==> src/rtl/lsu_wb_fifo.sv <==
// lsu_wb_fifo: in-order result buffer between the LSU/DCache response path and the CDB writeback arbiter.
// Optional same-cycle empty-buffer bypass is enabled by defining LSU_WB_BYPASS_EN.
module lsu_wb_fifo #(
    parameter int DEPTH  = 4,
    parameter int DATA_W = 32,
    parameter int ID_W   = 6,
    parameter int CNT_W  = $clog2(DEPTH + 1)
) (
    input  logic              clk,
    input  logic              rst_n,
    input  logic              flush_i,
    input  logic              in_valid_i,
    output logic              in_ready_o,
    input  logic [DATA_W-1:0] in_data_i,
    input  logic [ID_W-1:0]   in_preg_i,
    input  logic              in_wreg_i,
    input  logic              in_inst_valid_i,
    output logic              out_valid_o,
    input  logic              out_ready_i,
    output logic [DATA_W-1:0] out_data_o,
    output logic [ID_W-1:0]   out_preg_o,
    output logic              out_wreg_o,
    output logic              out_inst_valid_o,
    output logic [CNT_W-1:0]  count_o
);
    localparam int PTR_W = $clog2(DEPTH);

    typedef struct packed {
        logic [DATA_W-1:0] data;
        logic [ID_W-1:0]   preg;
        logic              wreg;
        logic              inst_valid;
    } entry_t;

    entry_t           mem [DEPTH];
    entry_t           in_ent;
    entry_t           head;
    logic [PTR_W-1:0] rd_ptr;
    logic [PTR_W-1:0] wr_ptr;
    logic [CNT_W-1:0] cnt;
    logic             empty;
    logic             full;
    logic             push;
    logic             pop;
    logic             bypass;

    assign empty  = (cnt == '0);
    assign full   = (cnt == CNT_W'(DEPTH));
    assign in_ent = '{data: in_data_i, preg: in_preg_i, wreg: in_wreg_i, inst_valid: in_inst_valid_i};

`ifdef LSU_WB_BYPASS_EN
    // Empty buffer with a ready consumer: hand the result straight through, no storage touched.
    assign bypass = empty & in_valid_i & out_ready_i & ~flush_i;
`else
    assign bypass = 1'b0;
`endif

    // Ready depends on registered occupancy only, so a pop never opens a slot in the same cycle.
    assign in_ready_o = ~full;
    assign push       = in_valid_i & in_ready_o & ~bypass;
    assign pop        = ~empty & out_ready_i;

    assign head             = bypass ? in_ent : mem[rd_ptr];
    assign out_valid_o      = ~empty | bypass;
    assign out_data_o       = head.data;
    assign out_preg_o       = head.preg;
    assign out_wreg_o       = head.wreg;
    assign out_inst_valid_o = head.inst_valid;
    assign count_o          = cnt;

    always_ff @(posedge clk) begin
        if (!rst_n || flush_i) begin
            rd_ptr <= '0;
            wr_ptr <= '0;
            cnt    <= '0;
        end else begin
            if (push) wr_ptr <= wr_ptr + 1'b1;
            if (pop)  rd_ptr <= rd_ptr + 1'b1;
            case ({push, pop})
                2'b10:   cnt <= cnt + 1'b1;
                2'b01:   cnt <= cnt - 1'b1;
                default: cnt <= cnt;
            endcase
        end
    end

    // Payload storage carries no reset; occupancy alone decides what is live.
    always_ff @(posedge clk) begin
        if (rst_n && !flush_i && push) mem[wr_ptr] <= in_ent;
    end

    a_no_overflow:  assert property (@(posedge clk) disable iff (!rst_n || flush_i)
                                     !(push && !pop && full));
    a_no_underflow: assert property (@(posedge clk) disable iff (!rst_n || flush_i)
                                     !(pop && !push && empty));

endmodule

==> config.mk <==
export PLATFORM = sky130hd
export DESIGN_NAME = lsu_wb_fifo
export DESIGN_NICKNAME = d
export VERILOG_FILES = /design/src/rtl/lsu_wb_fifo.sv
export SDC_FILE = /design/constraint.sdc
export NUM_CORES = 1
export LEC_CHECK = 0
export ABC_AREA = 1
export CAP_MARGIN = 20
export CELL_PAD_IN_SITES_DETAIL_PLACEMENT = 1
export CELL_PAD_IN_SITES_GLOBAL_PLACEMENT = 1
export CORE_ASPECT_RATIO = 0.9
export CORE_MARGIN = 8
export CORE_UTILIZATION = 45
export DETAILED_ROUTE_END_ITERATION = 7
export GPL_TIMING_DRIVEN = 1
export PLACE_DENSITY_LB_ADDON = 0.1
export SLEW_MARGIN = 20
export SYNTH_ARGS = -nofsm -noshare
export SYNTH_HDL_FRONTEND = slang
export SYNTH_SLANG_ARGS = --single-unit
export TNS_END_PERCENT = 20
==> constraint.sdc <==
create_clock -name clk -period 3.3 [get_ports clk]
set_clock_uncertainty 0.15 [all_clocks]
set_input_delay 0.495 -clock clk [delete_from_list [all_inputs] [get_ports clk]]
set_output_delay 0.495 -clock clk [all_outputs]
set_load 0.01 [all_outputs]
==> results of run 1 <==
critical path: stages (launching register included):
cell	delay, ns
dfxtp_2	0.63
buf_4	0.38
o21ai_0	0.14
o22ai_1	0.22
clkdlybuf4s50_1	0.59
sequential cells by signal, summed over array words and instances (netlist names), named ones only:
name / flops
count_o: 3
rd_ptr: 2
mem: 160
wr_ptr: 2
synthesized netlist by cell type:
cell type	instances
fa_1	1
o21ai_0	42
edfxtp_1	160
o21ai_2	1
ha_1	5
o22ai_1	40
nand3_1	4
nand2_4	2
nand3b_1	1
inv_2	1
inv_4	1
nor2_2	1
nand2_2	2
buf_12	4
buf_6	5
buf_2	8
nor2_4	2
dfxtp_1	9
nand2_1	11
inv_12	1
buf_4	4
buf_8	4
o21ai_1	39
a21boi_4	1
inv_1	17
a21oi_1	2
nor2_1	92
a21oi_2	1
cell type report:
type	instances	share of cell area
Clock inverter	14	0.0216
Sequential cell	169	0.603
Timing Repair Buffer	102	0.127
Clock buffer	18	0.0519
Tap cell	198	0.0299
Inverter	20	0.0109
Multi-Input combinational cell	247	0.156
cell usage in the layout (no fill, tap or decap), drive strengths merged:
cell type / n
nand3b: 1
clkinvlp: 2
a21boi: 1
buf: 13
nor2: 95
ha: 5
fa: 1
dfxtp: 9
inv: 21
edfxtp: 160
nand3: 4
clkbuf: 18
a21oi: 3
o21ai: 82
clkinv: 7
nand2: 15
bufinv: 4
o22ai: 40
clkdlybuf4s50: 89
metal layers:
| layer | up-vias | track usage |
|---|---|---|
| met5 | - | 0 |
| met4 | 0 | 0.0550 |
| met3 | 13 | 0.0487 |
| met2 | 79 | 0.294 |
| met1 | 1991 | 0.202 |
| li1 | 1893 | - |
power by group through the flow:
stage               sequential, W  combinational [W]  clock (W)
floorplan                 0.00243           0.000119          0
global placement          0.00243           0.000269          0
detailed placement        0.00243           0.000276          0
CTS                       0.00239           0.000279    0.00209
global route              0.00239           0.000299    0.00217
finish                    0.00239           0.000272    0.00205
per-stage QoR:
stage	total power (W)	util	hold slack (ns)
3_3_place_gp	0.00270	0.529	0.330
3_5_place_dp	0.00271	0.529	0.339
2_1_floorplan	0.00255	-	0.314
5_1_grt	0.00485	0.571	0.375
6_report	0.00471	0.571	0.345
4_1_cts	0.00476	0.571	0.349
final timing paths:
kind | start | endpoint | depth (start not counted)
worst max register to register | count_o[2] | count_o[2] | 13
worst min-delay path | rd_ptr[1] | rd_ptr[1] | 2
worst min register to register | rd_ptr[1] | rd_ptr[1] | 2
worst max-delay path | register | out_data_o[4] | 4
kinds of logic (layout without fill, tap and decap cells):
| group | count (synthesis) | after routing |
|---|---|---|
| and+or+nand+nor | 115 | 115 |
| DFF | 169 | 169 |
| adders and majority gates | 6 | 6 |
| buffers and inverters | 45 | 154 |
| AOI/OAI and AO/OA | 126 | 126 |
==> results.cfg, run 1 <==
[outcome]
status = finished clean

[route]
routed_wl_mm = 15.0
routed.top_layer = met4
wl_met3_um = 631
ant_nets = 0
drtIter0Drc = 259
drt_first_pass_iters = 4
drcViolationCount = 0
vias = 3976
wl_met2_mm = 7.60
avgViaCountPerCell = 5.18
routedWlPerCell_um = 19.5
wl_met1_mm = 6.64

[yosys]
synth_xor_area_frac = 0
synth_area_leaders = edfxtp_1 (73%), nor2_1 (5.2%), o22ai_1 (3.8%)
synth-adder-area-share = 0.0125
muxShareOfSynthArea = 0
synth-compound-area-share = 0.106
syn_inst = 461
yosys.area_share.simple = 0.0724
syn_area_um2 = 6600
ys_seq_area_frac = 0.755
avgSynthCellArea_um2 = 14.3
yosysWarningCount = 0
syn_nets = 512
synth_top_family_by_area = compound AO/OA/AOI/OAI gates
synth.ff_latch_count = 169
ys_types = 28
yosys.area.top_type = edfxtp_1
yosysTopAreaCellShare = 0.728

[power]
power_frac_seq = 0.507
peakVddDrop_mv = 0.446
intPower_w = 0.00376
pwr-share-comb = 0.058
powerDensity_nw_per_um2 = 569
p_leak_nw = 2.79
p_sw_frac = 0.201
switchingPower_w = 0.000946
clock_power_share = 0.435

[sta]
finalHoldViolations = 0
rsz0062_at_grt = false
max_freq_ghz = 0.328
tightest_slew_ns = 0.551
min_period_ns = 3.04
tns_ns = 0
relSlewSlack = 0.632
finalSetupViolCount = 0
period_share = 0.923
slew_viol_final = 0
layout_setup_ws_ns = 0.255

[clock_tree]
cts.sinks = 169
clockBufferDepth = 2
cts_root_buffer = clkbuf_16
cts_tree = built
cts_made_buffers = 17
clk_pin_slew_ns = 0.06
htreeDepth = 4
cts-resized-gates = 0
clkLatencyLatePin_ns = 0.42
cts_hold_buf = 0
post_cts_buffers = 0

[finish]
fill_cells = 1435
fin_area_um2 = 8280
multiInputGateArea_um2 = 1290
seqCellArea_um2 = 4990
layout.nets = 608
post_route_cells_drive_above_1_share = 0.109
finalNonFillerCells = 768
n_antenna_cell = 0
syn_to_final_growth_pct = 25.3

[floorplanning]
coreArea_um2 = 14500
initial_core_util = 0.455
fp.dieW_um = 144
io-pin-count = 90
die-area_um2 = 18800
num_rows = 42
fp.dieH_um = 131

[run]
maxCapViolCount = 0

[placement]
place_inst = 736
gp_congestion = 0.718
hpwl_mm = 9.40
placed_area_um2 = 7670
port_buffers = 89
dp_slack_ns = 0.662

[global_route]
overflow = 0
antenna_found_initial = 0
grt_start_max_net_pins = 81
grt_pass1_wl_mm = 23.7
grt.total_usage = 0.170
first_global_vias = 4439

[setup_path]
r2r_setup_slack_ns = 1.23
worst_ep_required_time_ns = 2.65
crit_arrival_ns = 2.40
critPathMaxFanout = 28
cp-end-kind = primary output
path_class = reg -> out
startpoint_type = register

[hold_path]
hold_path.class = reg -> reg
No activity file was read; power rests on OpenSTA's default activity.
==> run 2: changes to the inputs <==
--- a/config.mk
+++ b/config.mk
@@ -13,7 +13,7 @@
 export CORE_MARGIN = 8
 export CORE_UTILIZATION = 45
 export DETAILED_ROUTE_END_ITERATION = 7
-export GPL_TIMING_DRIVEN = 1
+export GPL_ROUTABILITY_DRIVEN = 0
 export PLACE_DENSITY_LB_ADDON = 0.1
 export SLEW_MARGIN = 20
 export SYNTH_ARGS = -nofsm -noshare
==> results of run 2 <==
No change in the layout: final DEF, timing and power equal those of run 1.
